## src/rtl/entrada_stdin.sv

```systemverilog
// Memory-mapped stdin: a debounced button press pushes the synchronised switches into a FIFO; loads pop the oldest entry.
// Press is written DEBOUNCE+2 edges after btn rises; saida is combinational; presses arriving while full are dropped and flagged.
module entrada_stdin #(
   parameter int          DEPTH      = 8,
   parameter int          DEBOUNCE   = 16,
   parameter logic [31:0] STDIN_ADDR = 32'h000000F8,
   parameter logic [31:0] STAT_ADDR  = 32'h000000FC
) (
   input  logic        clk,
   input  logic        rst_n,
   input  logic [7:0]  sw,
   input  logic        btn,
   input  logic [31:0] end_lei,
   input  logic        ler,
   output logic [31:0] saida,
   output logic        vazio,
   output logic        cheio,
   output logic        overflow
);

   localparam int AW = $clog2(DEPTH);
   localparam int NW = $clog2(DEPTH + 1);
   localparam int CW = $clog2(DEBOUNCE);

   logic          r_btn_m, r_btn_s;
   logic [7:0]    r_sw_m, r_sw_s;
   logic          r_deb;
   logic [CW-1:0] r_cnt;
   logic [AW-1:0] r_rp, r_wp;
   logic [NW-1:0] r_n;
   logic          r_ovf;
   logic [7:0]    r_mem [DEPTH];

   logic          w_accept, w_push, w_pop, w_wr, w_drop, w_stat_rd;
   logic [7:0]    w_head;
   logic [6:0]    w_n7;

   always_ff @(posedge clk or negedge rst_n) begin
      if (!rst_n) begin
         r_btn_m <= 1'b0;
         r_btn_s <= 1'b0;
         r_sw_m  <= 8'h00;
         r_sw_s  <= 8'h00;
      end else begin
         r_btn_m <= btn;
         r_btn_s <= r_btn_m;
         r_sw_m  <= sw;
         r_sw_s  <= r_sw_m;
      end
   end

   // The level change is accepted on the same edge the counter would wrap.
   assign w_accept = (r_btn_s != r_deb) && (r_cnt == CW'(DEBOUNCE - 1));

   always_ff @(posedge clk or negedge rst_n) begin
      if (!rst_n) begin
         r_deb <= 1'b0;
         r_cnt <= '0;
      end else if (r_btn_s == r_deb) begin
         r_cnt <= '0;
      end else if (w_accept) begin
         r_deb <= r_btn_s;
         r_cnt <= '0;
      end else begin
         r_cnt <= r_cnt + 1'b1;
      end
   end

   assign vazio     = (r_n == '0);
   assign cheio     = (r_n == NW'(DEPTH));
   assign overflow  = r_ovf;
   assign w_push    = w_accept && r_btn_s;
   assign w_pop     = ler && (end_lei == STDIN_ADDR) && !vazio;
   assign w_wr      = w_push && (!cheio || w_pop);
   assign w_drop    = w_push && cheio && !w_pop;
   assign w_stat_rd = ler && (end_lei == STAT_ADDR);

   // Storage is deliberately left out of reset; emptiness is tracked by r_n alone.
   always_ff @(posedge clk) begin
      if (w_wr) r_mem[r_wp] <= r_sw_s;
   end

   always_ff @(posedge clk or negedge rst_n) begin
      if (!rst_n) begin
         r_rp  <= '0;
         r_wp  <= '0;
         r_n   <= '0;
         r_ovf <= 1'b0;
      end else begin
         if (w_wr)  r_wp <= r_wp + 1'b1;
         if (w_pop) r_rp <= r_rp + 1'b1;
         if (w_wr && !w_pop)      r_n <= r_n + 1'b1;
         else if (!w_wr && w_pop) r_n <= r_n - 1'b1;
         if (w_drop)         r_ovf <= 1'b1;
         else if (w_stat_rd) r_ovf <= 1'b0;
      end
   end

   assign w_head = vazio ? 8'h00 : r_mem[r_rp];
   assign w_n7   = 7'(r_n);

   // Status word: [15] overflow, [14] full, [13] data available, [7] empty, [6:0] count.
   always_comb begin
      saida = 32'd0;
      if (end_lei == STDIN_ADDR)
         saida = {23'd0, !vazio, w_head};
      else if (end_lei == STAT_ADDR)
         saida = {16'd0, r_ovf, cheio, !vazio, 5'd0, vazio, w_n7};
   end

endmodule

```

## config.mk

```make
export PLATFORM = sky130hd
export DESIGN_NAME = entrada_stdin
export DESIGN_NICKNAME = d
export VERILOG_FILES = /design/src/rtl/entrada_stdin.sv
export SDC_FILE = /design/constraint.sdc
export NUM_CORES = 1
export LEC_CHECK = 0
export ABC_AREA = 1
export CAP_MARGIN = 25
export CORE_MARGIN = 2
export CORE_UTILIZATION = 30
export DETAILED_ROUTE_END_ITERATION = 7
export GPL_ROUTABILITY_DRIVEN = 0
export HOLD_SLACK_MARGIN = 0.1
export PLACE_DENSITY = 0.61
export SLEW_MARGIN = 20
export SYNTH_ARGS = -nofsm -noshare
export SYNTH_HDL_FRONTEND = slang
export SYNTH_SLANG_ARGS = --single-unit
```

## constraint.sdc

```tcl
create_clock -name clk -period 3.1 [get_ports clk]
set_clock_uncertainty 0.05 [all_clocks]
set_input_delay 0.62 -clock clk [delete_from_list [all_inputs] [get_ports clk]]
set_output_delay 0.62 -clock clk [all_outputs]
set_load 0.1 [all_outputs]
```

==> flow_summary.toml <==
[routing]
wl_met3_um = 400
wl_met2_mm = 4.552
highest_layer = "met4"
wl_per_cell_um = 13.78
ant_nets = 0
m1WireLength_mm = 3.724
via_per_inst = 4.415
drc_errors = 0
drt-initial-drc-count = 177
dr.pass1.iters = 4
routed_wl_mm = 8.863
vias = 2839

[synthesis]
synth_warnings = 0
synthesis.area_sq_mm = 0.004288
synth_edf_count = 64
syn_area_per_cell_sq_um = 11.17
synth_top_area_share_pct = 44.82
synthArstFlopShare_pct = 34.69
ys_types = 31
ys_ff_latch = 98
ys.flop_type = "edfxtp_1"
synth.area.top_cells = "edfxtp_1 45%, dfrtp_1 20%, nor2_1 6.8%, nand2_1 5.1%, o21ai_0 4.0%"
synth_top_area_cell = "edfxtp_1"
ys_seq_area_share_pct = 64.66
syn_inst = 384

[sta]
post-route-period-util_pct = 94.85
maxSlewViolCount = 0
period_minus_slack_ns = 2.940
hold_viol = 0
setup_viol = 0
max_slew_margin_pct = 47.98
setup_slack_ns = 0.1596
setup_tns_ns = 0
fmax_ghz = 0.3401
worst_pin_slew_ns = 0.7803
rsz0062_at_grt = "no"

[critical_path]
crit_end = "saida[1]"
path_cells = "clkdlybuf4s50_1 -> nor2_1 -> nand2_1 -> nor2_1 -> nand2_1 -> nor2_4 -> nand2_1 -> inv_2 -> nand2_1 -> o21ai_1 -> buf_12"
cp.required_ns = 2.43
r2r-end = "r_n[3]"
slowest_delay_ns = 0.40
cp-startpoint = "end_lei[23]"
cp.depth = 11
path_buf_inv = 3
setup.worst_path.end_class = "output port"
worst_setup_path_start_kind = "input port"
cp_slowest_cell = "clkdlybuf4s50_1"
path_class = "input port to output port"
r2r_cells = 16
cp_max_fo = 6
r2r_start = "r_cnt[0]"
crit_arrival_ns = 2.27
cpMostUsedCell = "nand2_1"
cpLargestDelayFamily = "buffers and inverters"
reg2reg_slack_ns = 0.45

[clock_tree]
cts_tree = "yes"
root_buffer = "clkbuf_16"
clk_pin_slew_ns = 0.07
cts_max_level = 3
cts_buffers = 9
cts_sinks = 98
clock_latency_ns = 0.34
clock_path_buffers = 2

[global_route]
overflow = 0
grt.total_usage_pct = 12.84
grt_pass1_wl_mm = 14.66
grt_pass1_vias = 2879
grt_max_degree = 35
antenna_found_initial = 0

[floorplan]
dieArea_sq_mm = 0.01526
core.rowCount = 43
start_util_pct = 30.77
die_w_um = 123.6
coreArea_sq_mm = 0.01393
num_io_pins = 79
die_h_um = 123.6

[placed_design]
hpwl_mm = 6.025
io_buffers = 58
place_area_sq_mm = 0.005195
pre_cts_ws_ns = -0.02601

[hold_path]
hold_class = "input port to asynchronous set/reset pin"

[finish]
stdcell_area_sq_mm = 0.005515
nFillCells = 1317
area_growth_pct = 28.63
final_common_cell = "nor2_1"
antenna_cells = 0
final_nets = 509
drive_gt1_share_pct = 15.33
final_cell_mix = "76 x nor2_1, 64 x edfxtp_1, 57 x nand2_1, 42 x clkdlybuf4s50_1, 34 x dfrtp_1"

[power_and_ir_drop]
p_per_area_mw_per_mm2 = 504.2
ir_drop_mv = 0.3123
p_leak_nw = 2.088

[run]
cap_viol_max_count = 0

[status]
run_status = "completed"
[cell families (layout without fill, tap and decap cells)]
logic type | Yosys count | after routing | share of synthesized area, %
AND/OR/NAND/NOR | 158 | 158 | 16.40
flip-flops | 98 | 98 | 64.66
AO/OA/AOI/OAI | 60 | 60 | 7.528
buffers and inverters | 51 | 111 | 7.266
XOR/XNOR | 9 | 9 | 1.838
adder cells (fa/ha/maj) | 7 | 7 | 2.218
other | 1 | 20 | 0.08746
[report_power, final]
group | switching [mW] | internal (mW)
sequential | 0.0150 | 1.41
combinational | 0.129 | 0.0521
clock | 0.467 | 0.708
[synthesized netlist by cell type, types with 3 or more instances]
library cell  instances
o21ai_0              34
o32ai_1               6
nor2_1               78
nand2_1              58
xnor2_1               4
nor2_4                3
ha_1                  6
o21ai_1              15
buf_4                21
xor2_1                5
nand3_4               3
inv_1                18
dfrtp_1              34
a21oi_1               5
buf_6                 5
edfxtp_1             64
nand3_1               4
[worst min path at each step]
stage               slack (ns)   endpoint
finish                    0.30  r_sw_m[5]
floorplan                 0.27   overflow
detailed placement        0.28  r_sw_s[2]
global route              0.30  r_sw_s[0]
global placement          0.28  r_sw_s[4]
CTS                       0.30  r_sw_s[3]
[repair_timing]
item                                   CTS  global route
setup buffers                            0             0
endpoints found under the hold margin    0             0
setup endpoints to repair                0             4
hold buffers                             0             0
gates resized for setup                  0             2
[metal layers]
layer | vias to the layer above | track usage, %
li1 | 1400 | -
met1 | 1351 | 15.92
met2 | 73 | 21.50
met3 | 15 | 2.583
met4 | 0 | 5.966
met5 | - | 0
[flip-flops by register name (all words and copies together), names as in the netlist]
name	cells
r_cnt	4
r_mem	64
r_rp	3
overflow	1
r_deb	1
r_n	4
r_wp	3
r_sw_m	8
r_sw_s	8
r_btn_m	1
r_btn_s	1
[cell type report]
class,count,area [sq um],share of cell area (%)
clock inverter,6,88.84,1.611
tap,180,225.2,4.083
clock buffer,10,229.0,4.152
multi-input combinational,254,1299,23.55
inverter,21,80.08,1.452
sequential,98,2773,50.27
timing repair buffer,74,820.8,14.88
[stage by stage]
step	hold slack [ns]	utilization [%]	power, mW	cells
2_1_floorplan	0.2744	-	1.582	403
3_3_place_gp	0.2811	37.28	1.630	627
3_5_place_dp	0.2847	37.28	1.634	627
4_1_cts	0.2964	39.56	2.810	643
5_1_grt	0.3049	39.58	2.870	643
6_report	0.2965	39.58	2.781	643
No activity file was read; power rests on OpenSTA's default activity.
